## config.mk

```make
export PLATFORM = sky130hd
export DESIGN_NAME = iic_txn_scheduler
export DESIGN_NICKNAME = d
export VERILOG_FILES = /design/src/rtl/iic_txn_scheduler_pkg.sv /design/src/rtl/iic_txn_scheduler_rr_arbiter.sv /design/src/rtl/iic_txn_scheduler.sv
export SDC_FILE = /design/constraint.sdc
export NUM_CORES = 1
export LEC_CHECK = 0
export CAP_MARGIN = 25
export CELL_PAD_IN_SITES_DETAIL_PLACEMENT = 1
export CELL_PAD_IN_SITES_GLOBAL_PLACEMENT = 2
export CORE_MARGIN = 10
export CORE_UTILIZATION = 24
export DETAILED_ROUTE_END_ITERATION = 16
export GPL_ROUTABILITY_DRIVEN = 0
export PLACE_DENSITY = 0.87
export SETUP_SLACK_MARGIN = 0.1
export SYNTH_ARGS = -nofsm -noshare
export SYNTH_HDL_FRONTEND = slang
export SYNTH_SLANG_ARGS = --single-unit
```

## constraint.sdc

```tcl
create_clock -name clk -period 2.95 [get_ports clk]
set_clock_uncertainty 0.05 [all_clocks]
set_input_delay 0.7375 -clock clk [delete_from_list [all_inputs] [get_ports clk]]
set_output_delay 0.7375 -clock clk [all_outputs]
set_load 0.005 [all_outputs]
```

## src/rtl/iic_txn_scheduler_pkg.sv

```systemverilog
// Shared types and constants for the IIC transaction scheduler and its arbiter.
package iic_pkg;

    localparam int IIC_WORD_WIDTH = 8;

    typedef enum logic [2:0] {IDLE, ARB, LOAD, SEND, WAIT, FIN} sched_state_t;

    // Index arithmetic modulo n without a divider; both operands are already < n.
    function automatic int wrap_add(input int a, input int b, input int n);
        int s;
        s = a + b;
        return (s >= n) ? s - n : s;
    endfunction

endpackage

```

## src/rtl/iic_txn_scheduler_rr_arbiter.sv

```systemverilog
// Combinational round-robin arbiter: first set request at or after ptr, wrapping.
module rr_arbiter
    import iic_pkg::*;
#(
    parameter int n_req     = 4,
    parameter int idx_width = $clog2(n_req)
) (
    input  logic [n_req-1:0]     req,
    input  logic [idx_width-1:0] ptr,
    output logic [n_req-1:0]     gnt,
    output logic [idx_width-1:0] idx,
    output logic                 valid
);

    logic [idx_width-1:0] sel;

    always_comb begin
        gnt   = '0;
        idx   = '0;
        valid = 1'b0;
        sel   = '0;
        for (int i = 0; i < n_req; i++) begin
            sel = idx_width'(wrap_add(int'(ptr), i, n_req));
            if (!valid && req[sel]) begin
                valid    = 1'b1;
                gnt[sel] = 1'b1;
                idx      = sel;
            end
        end
    end

endmodule

```

## src/rtl/iic_txn_scheduler.sv

```systemverilog
// Shares one IIC byte engine between n_req requesters: round-robin grant of a multi-byte
// transaction, word streaming into the engine with a per-word timeout, and tagged receive forwarding.
module iic_txn_scheduler
    import iic_pkg::*;
#(
    parameter int word_width = IIC_WORD_WIDTH,
    parameter int n_req      = 4,
    parameter int len_width  = 4,
    parameter int timeout    = 1023
) (
    input  logic                          clk,
    input  logic                          rst,
    input  logic [n_req-1:0]              REQ,
    input  logic [n_req*len_width-1:0]    REQ_LEN,
    input  logic [n_req-1:0]              TX_VALID,
    input  logic [n_req*word_width-1:0]   TX_DATA,
    output logic [n_req-1:0]              TX_READY,
    output logic [n_req-1:0]              GNT,
    output logic [n_req-1:0]              DONE,
    output logic                          ERR,
    output logic [word_width-1:0]         RX_DATA,
    output logic                          RX_VALID,
    output logic [$clog2(n_req)-1:0]      RX_ID,
    output logic                          ENG_WE,
    output logic [word_width-1:0]         ENG_D_IN,
    input  logic                          ENG_IN_READY,
    input  logic [word_width-1:0]         ENG_D_OUT,
    input  logic                          ENG_OUT_READY
);

    localparam int IW = $clog2(n_req);
    localparam int TW = $clog2(timeout + 1);
    localparam logic [TW-1:0] TMR_MAX = TW'(timeout);

    sched_state_t         state;
    logic [IW-1:0]        rr;
    logic [IW-1:0]        gnt_idx;
    logic [len_width-1:0] cnt;
    logic [TW-1:0]        tmr;
    logic [TW-1:0]        tmr_inc;
    logic                 out_ready_q;

    logic [n_req-1:0]     arb_gnt;
    logic [IW-1:0]        arb_idx;
    logic                 arb_valid;

    logic [len_width-1:0]  req_len_a [n_req];
    logic [word_width-1:0] tx_data_a [n_req];

    always_comb begin
        for (int i = 0; i < n_req; i++) begin
            req_len_a[i] = REQ_LEN[i*len_width +: len_width];
            tx_data_a[i] = TX_DATA[i*word_width +: word_width];
        end
    end

    assign tmr_inc = (tmr == TMR_MAX) ? tmr : tmr + 1'b1;

    rr_arbiter #(.n_req(n_req), .idx_width(IW)) u_arb (
        .req   (REQ),
        .ptr   (rr),
        .gnt   (arb_gnt),
        .idx   (arb_idx),
        .valid (arb_valid)
    );

    // Transaction FSM; strobes default low so every pulse lasts exactly one cycle.
    always_ff @(posedge clk) begin
        if (rst) begin
            state    <= IDLE;
            rr       <= '0;
            gnt_idx  <= '0;
            cnt      <= '0;
            tmr      <= '0;
            GNT      <= '0;
            TX_READY <= '0;
            DONE     <= '0;
            ERR      <= 1'b0;
            ENG_WE   <= 1'b0;
            ENG_D_IN <= '0;
        end else begin
            TX_READY <= '0;
            DONE     <= '0;
            ERR      <= 1'b0;
            ENG_WE   <= 1'b0;
            case (state)
                IDLE: if (|REQ) state <= ARB;
                ARB: begin
                    if (!arb_valid) begin
                        state <= IDLE;
                    end else begin
                        GNT     <= arb_gnt;
                        gnt_idx <= arb_idx;
                        cnt     <= req_len_a[arb_idx];
                        rr      <= (arb_idx == IW'(n_req - 1)) ? '0 : arb_idx + 1'b1;
                        state   <= (req_len_a[arb_idx] == '0) ? FIN : LOAD;
                    end
                end
                LOAD: begin
                    if (TX_VALID[gnt_idx] && ENG_IN_READY) begin
                        TX_READY <= GNT;
                        ENG_WE   <= 1'b1;
                        ENG_D_IN <= tx_data_a[gnt_idx];
                        if (cnt != '0) cnt <= cnt - 1'b1;
                        tmr      <= '0;
                        state    <= SEND;
                    end
                end
                // The timer measures cycles since the word was handed over, across both phases.
                SEND, WAIT: begin
                    if (state == SEND && !ENG_IN_READY) begin
                        state <= WAIT;
                        tmr   <= tmr_inc;
                    end else if (state == WAIT && ENG_IN_READY) begin
                        state <= (cnt != '0) ? LOAD : FIN;
                    end else if (tmr == TMR_MAX) begin
                        ERR   <= 1'b1;
                        DONE  <= GNT;
                        GNT   <= '0;
                        state <= IDLE;
                    end else begin
                        tmr <= tmr_inc;
                    end
                end
                FIN: begin
                    DONE  <= GNT;
                    GNT   <= '0;
                    state <= IDLE;
                end
                default: state <= IDLE;
            endcase
        end
    end

    // Receive path runs independently of the transmit FSM; gnt_idx keeps the last owner while idle.
    always_ff @(posedge clk) begin
        if (rst) begin
            out_ready_q <= 1'b0;
            RX_VALID    <= 1'b0;
            RX_DATA     <= '0;
            RX_ID       <= '0;
        end else begin
            out_ready_q <= ENG_OUT_READY;
            RX_VALID    <= ENG_OUT_READY & ~out_ready_q;
            if (ENG_OUT_READY && !out_ready_q) begin
                RX_DATA <= ENG_D_OUT;
                RX_ID   <= gnt_idx;
            end
        end
    end

endmodule

```

After elaboration in Yosys (flattened, before gate mapping)
Cells that the tools add are included.

cells by class
  add/sub/neg operators = 10
  multipliers = 0
  div/mod/pow operators = 0
  magnitude comparators = 15
  equal/unequal tests = 17
  shift-type cells = 0
  mux-type cells = 71
  bitwise operators = 10
  reductions and logical operators = 33

operators by type and width
  operator                                                            count
  2-to-1 mux 4 bit                                                    16
  2-to-1 mux 10 bit                                                   5
  2-to-1 mux 3 bit                                                    8
  one-hot mux 10 bit (2 select lines)                                 1
  2-to-1 mux 2 bit                                                    9
  binary-select mux 8 bit (select 2 bit)                              1
  2-to-1 mux 8 bit                                                    2
  one-hot mux 4 bit (2 select lines)                                  2
  greater-or-equal comparator 3 bit (second input constant)           5
  less-than comparator 2 x 3 -> 1 bit (second input constant)         5
  2-to-1 mux 1 bit                                                    15
  inequality test 2 bit (second input constant)                       7
  OR 4 bit                                                            3
  one-hot mux 3 bit (4 select lines)                                  1
  one-hot mux 4 bit (3 select lines)                                  1
  logical AND 1 bit                                                   11
  adder 10 x 1 -> 10 bit (second input constant)                      1
  binary-select mux 1 bit (select 2 bit)                              5
  == test 10 bit (second input constant)                              1
  binary-select mux 4 bit (select 2 bit)                              1
  demux 1 bit (select 2 bit)                                          4
  greater-or-equal comparator 2 x 1 -> 1 bit (second input constant)  4
  AND reduction 4 bit                                                 2
  OR reduction 4 bit                                                  2
  other kinds (26)                                                    44

storage, ports and cells
  bits in registers = 55
  bits in latches = 0
  bits in writable memories = 0
  ROM bits = 0
  input port bits = 68
  word-level logic and storage cells = 171
  memories kept = 0

Depth between registers and ports, before layout
  word-level depth = 22
  depth in mapped cells = 10

By module
A second synthesis with hierarchy kept.

second synthesis, totals
  cell total of the unflattened synthesis = 352
  area total of the unflattened synthesis = 3193.1 um^2

by module, submodules not included
  module             instances  cells an instance  area each (um^2)
  iic_txn_scheduler  1          307                2773.9
  rr_arbiter         1          45                 419.2

Worst setup path after synthesis
Ideal clock, no wire load.

  kind = register -> register
  start point = register rr[0]
  end point = register cnt[0]
  setup time = 0.132 ns
  data arrival time = 2.627 ns
  required time = 2.768 ns
  slack = 0.140 ns
  stages on the path, launching flop included = 11
  path buffers = 2
  cells stage by stage = dfxtp_1 buf_2 inv_2 ha_1 buf_2 a21bo_2 and4b_1 nor3_2 mux2_2 o211ai_1 a21oi_1

on the way
  longest elaborated chain between the ends = 20
  elaborated cells on any way between the ends = 45
  classes of those cells = 7 x add/sub; 4 x order compare; 1 x eq/ne; 25 x mux; 1 x bitwise; 7 x reduce/logical

ends and longest elaborated chain
  what                                                           line                      RTL
  from (decl)                                                    iic_txn_scheduler.sv:36   logic [IW-1:0] rr;
  from (signal assigned)                                         iic_txn_scheduler.sv:95   rr <= (arb_idx == IW'(n_req - 1)) ? '0 : arb_idx + 1'b1;
  branches (longest 20 deep; another with adder 2 x 1 -> 3 bit)  n/a
  to (signal assigned)                                           iic_txn_scheduler.sv:94   cnt <= req_len_a[arb_idx];
  to (signal assigned)                                           iic_txn_scheduler.sv:104  if (cnt != '0) cnt <= cnt - 1'b1;
  to (decl)                                                      iic_txn_scheduler.sv:38   logic [len_width-1:0] cnt;

Parallel ways; which one is timed is not known. The select of a mux whose other input is x is not followed.
A chain may end at the register's enable or synchronous reset.

Worst setup path after layout
  start point = input REQ[1]
  end point = register cnt[3]

on the way
  longest elaborated chain between the ends = 18
  elaborated cells on any way between the ends = 30
  classes of those cells = 1 x eq/ne; 21 x mux; 1 x bitwise; 7 x reduce/logical

ends and longest elaborated chain
  what                                                 line                                RTL
  from (decl)                                          iic_txn_scheduler.sv:13             input logic [n_req-1:0] REQ,
  binary-select mux 1 bit (select 2 bit)               iic_txn_scheduler_rr_arbiter.sv:24  if (!valid && req[sel]) begin
  2-to-1 mux 1 bit (not written as such)               iic_txn_scheduler_rr_arbiter.sv:24
  2-to-1 mux 1 bit                                     iic_txn_scheduler_rr_arbiter.sv:24
  logical NOT 1 bit                                    iic_txn_scheduler_rr_arbiter.sv:24
  logical AND 1 bit                                    iic_txn_scheduler_rr_arbiter.sv:24
  2-to-1 mux 1 bit                                     iic_txn_scheduler_rr_arbiter.sv:24
  logical NOT 1 bit                                    iic_txn_scheduler_rr_arbiter.sv:24
  logical AND 1 bit                                    iic_txn_scheduler_rr_arbiter.sv:24
  2-to-1 mux 1 bit                                     iic_txn_scheduler_rr_arbiter.sv:24
  logical NOT 1 bit                                    iic_txn_scheduler_rr_arbiter.sv:24
  logical AND 1 bit                                    iic_txn_scheduler_rr_arbiter.sv:24
  2-to-1 mux 2 bit                                     iic_txn_scheduler_rr_arbiter.sv:24
  inverter 2 -> 3 bit (not written as such)            iic_txn_scheduler.sv:94
  binary-select mux 4 bit (select 2 bit)               iic_txn_scheduler.sv:94
  2-to-1 mux 4 bit (not written as such) (2 in a row)  iic_txn_scheduler.sv:94
  2-to-1 mux 4 bit                                     iic_txn_scheduler.sv:89             if (!arb_valid) begin
  one-hot mux 4 bit (2 select lines)                   iic_txn_scheduler.sv:86             case (state)

Several ways; a longest one is shown, not always the timed one. The select of a mux whose other input is x is not followed.

==> metrics.md <==
| Metric | Value |
|---|---|
| Tot GR Track Use | `11.7%` |
| CTS Hold Buffers Added | `0` |
| Worst hold path class | `register to register` |
| Post-synth ARST share | `0%` |
| Area leader, netlist | `dfxtp_1` |
| Via count | `3,387` |
| Inserted Diodes | `0` |
| Crit end category | `register` |
| RSZ-0062 raised after global routing | `false` |
| Cell total after placement | `679` |
| Ports | `101` |
| Critical Setup Path Class | `primary input to register` |
| Vias in the first global route | `3,620` |
| Clk_lat worst skew | `0.29 ns` |
| WL per Instance | `16.6 um` |
| Number of enable flip-flop cells after synthesis | `0` |
| First-pass GRT wire length | `18,300 um` |
| Fmax | `0.359 GHz` |
| Leakage | `0.00172 uW` |
| Worst-path clk slew | `0.07 ns` |
| Rel. slew slack | `55.0%` |
| Top cell type's share of synthesized area | `33.2%` |
| Nets | `588` |
| Layout Utilization | `36.1%` |
| Synth Net Count | `471` |
| Fin crit share | `94.3%` |
| Port bufs | `100` |
| Starting DRC count in detailed routing | `168` |
| Seq cells post-synth | `55` |
| CTS Buffer Depth | `2` |
| Sequential share of the synthesized area | `33.2%` |
| Status | `finished, final reports clean` |
| CTS H-Tree Depth | `2` |
| Worst Tran Pin Value | `0.674 ns` |
| TritonCTS buffer count | `5` |
| Count of different cell masters after synthesis | `66` |
| Fin cells | `687` |
| Die area | `18,900 um^2` |
| CTS tree | `done` |
| CTS Sinks | `55` |
| Share of cells above drive strength 1 | `14.5%` |
| MaxCap Viol Count | `0` |
| Root Buffer Master | `clkbuf_16` |
| PD cells | `723 nW/um^2` |
| Die W | `138 um` |
| Core footprint | `13,400 um^2` |
| Final WL | `11,400 um` |
| Layout filler cell count | `1,572` |
| Final hold violations | `0` |
| Main synth FF type | `dfxtp_1` |
| Gr ovfl total | `0` |
| Initial Utilization | `24.8%` |
| Drt first pass iters | `4` |
| Post-Syn Instances | `393` |
| Crit path arrival time | `2.94 ns` |
| Final Slew Violations | `0` |
| Final Critical Period | `2.78 ns` |
| Largest net degree at the start of global routing | `23` |
| Critical path required time | `3.11 ns` |
| Final setup vio count | `0` |
| Final ANT Viol Nets | `0` |
| Mapped cell area | `3320 um^2` |
| Detail Placement HPWL | `9360 um` |
| Drt via density | `4.93` |
| Startpoint class of the critical path | `primary input` |
| Syn avg cell area | `8.45 um^2` |
| YS warnings | `0` |
| Chip height | `138 um` |
| DRC | `0` |
| Synth area leaders | `dfxtp_1 33%, mux4_2 8.1%, nand2_1 6.4%` |
| Critical path fanouts, max | `7` |
| Antenna violations before repair | `0` |
| Peak VDD IR | `0.277 mV` |
| Floorplan row count | `42` |
| Synthesis-to-finish area growth | `45.9%` |
[cell families after synthesis]
| kind of cell | after synthesis | synth area share, % |
|---|---|---|
| muxes | 16 | 9.42 |
| AOI/OAI and AO/OA | 106 | 21.3 |
| adders and majority gates | 10 | 3.77 |
| xor gates and xnor gates | 9 | 2.37 |
| and+or+nand+nor | 157 | 24.3 |
| DFF | 55 | 33.2 |
| buffers and inverters | 40 | 5.65 |
[worst paths after layout]
check	from	endpoint	slack [ns]	depth (start not counted)
setup / recovery	REQ[1]	cnt[3]$_SDFFE_PP0P_	0.17	7
hold / removal	out_ready_q$_SDFF_PP0_	RX_VALID$_SDFF_PP0_	0.40	1
setup reg to reg	rr[0]$_SDFFE_PP0P_	cnt[1]$_SDFFE_PP0P_	0.44	8
hold reg to reg	out_ready_q$_SDFF_PP0_	RX_VALID$_SDFF_PP0_	0.40	1
[repair_timing]
action	in CTS	in global routing
buffers inserted	0	0
setup endpoints to repair	0	2
resized for setup	0	5
[flip-flops by register name, summed over array words and instances (netlist names)]
| signal | count |
|---|---|
| ENG_WE | 1 |
| state | 3 |
| ERR | 1 |
| GNT | 4 |
| cnt | 4 |
| rr | 2 |
| tmr | 10 |
| RX_VALID | 1 |
| RX_ID | 2 |
| RX_DATA | 8 |
| TX_READY | 4 |
| DONE | 4 |
| gnt_idx | 2 |
| out_ready_q | 1 |
| ENG_D_IN | 8 |
[layout by cell type (no fill, tap or decap), drive strengths merged, types with 6 or more instances in the layout]
cell / n
clkdlybuf4s50: 98
nand2: 57
dfxtp: 55
a21oi: 42
buf: 36
nor2: 26
o21ai: 18
inv: 14
nand3: 12
mux4: 12
ha: 10
nand2b: 9
and2: 9
xnor2: 8
nor3: 7
clkbuf: 7
a211oi: 6
nor4: 6
[critical path, stage by stage]
cell and delay (ns):
clkdlybuf4s50_1 0.52, mux4_2 0.57, nor2b_4 0.17, o21ai_4 0.22, nand3_1 0.14, a211o_1 0.32
a311oi_2 0.26
[area by class of cell]
type	count	area, um^2	area share, %
Clock inverter	1	8.76	0.181
Tap cell	176	220	4.55
Clock buffer	7	143	2.94
Timing Repair Buffer	136	1280	26.3
Multi-Input combinational cell	298	2040	42.2
Sequential cell	55	1100	22.7
Inverter	14	52.6	1.08
[routing by layer]
layer / GRT usage (%) / share of wire, % / vias to the layer above
met2: 20.2 / 47 / 89
met1: 14.9 / 46 / 1641
li1: - / - / 1649
met4: 2.87 / 1.0 / 0
met5: 0 / 0 / -
met3: 1.93 / 5.4 / 8
[Yosys cell counts, types with 3 or more instances]
cell       n
and2_1     8
a21oi_1   40
clkbuf_1  12
inv_1     12
mux4_2    12
buf_1      3
dfxtp_1   55
nor3b_1    5
o21a_1     3
a211o_1    4
buf_2      6
nand2b_1   8
buf_6      3
a31oi_1    5
o31ai_1    3
nand3b_1   3
nor3_1     6
o21ai_0   12
ha_1      10
xnor2_1    8
nor2b_1    4
a211oi_1   6
nand4_1    5
nand2_1   57
a21boi_0   3
nor4_1     6
nand3_1   12
nor2_1    26
a221oi_1   4
o21ai_1    5
[through the flow]
stage	setup WS [ns]	area (um^2)	setup TNS (ns)	power, uW	hold slack [ns]
2_1_floorplan	0.140	3320	0	2210	0.356
3_3_place_gp	-0.0637	4680	-0.108	2840	0.364
3_5_place_dp	-0.137	4680	-0.526	2910	0.382
4_1_cts	0.168	4830	0	3530	0.396
5_1_grt	0.100	4840	0	3780	0.411
6_report	0.168	4840	0	3500	0.396
[where the power goes]
group	switching (uW)	internal [uW]
Clock	270	341
Combinational	1010	931
Sequential	109	844
Power figures use the tool's default switching activity.
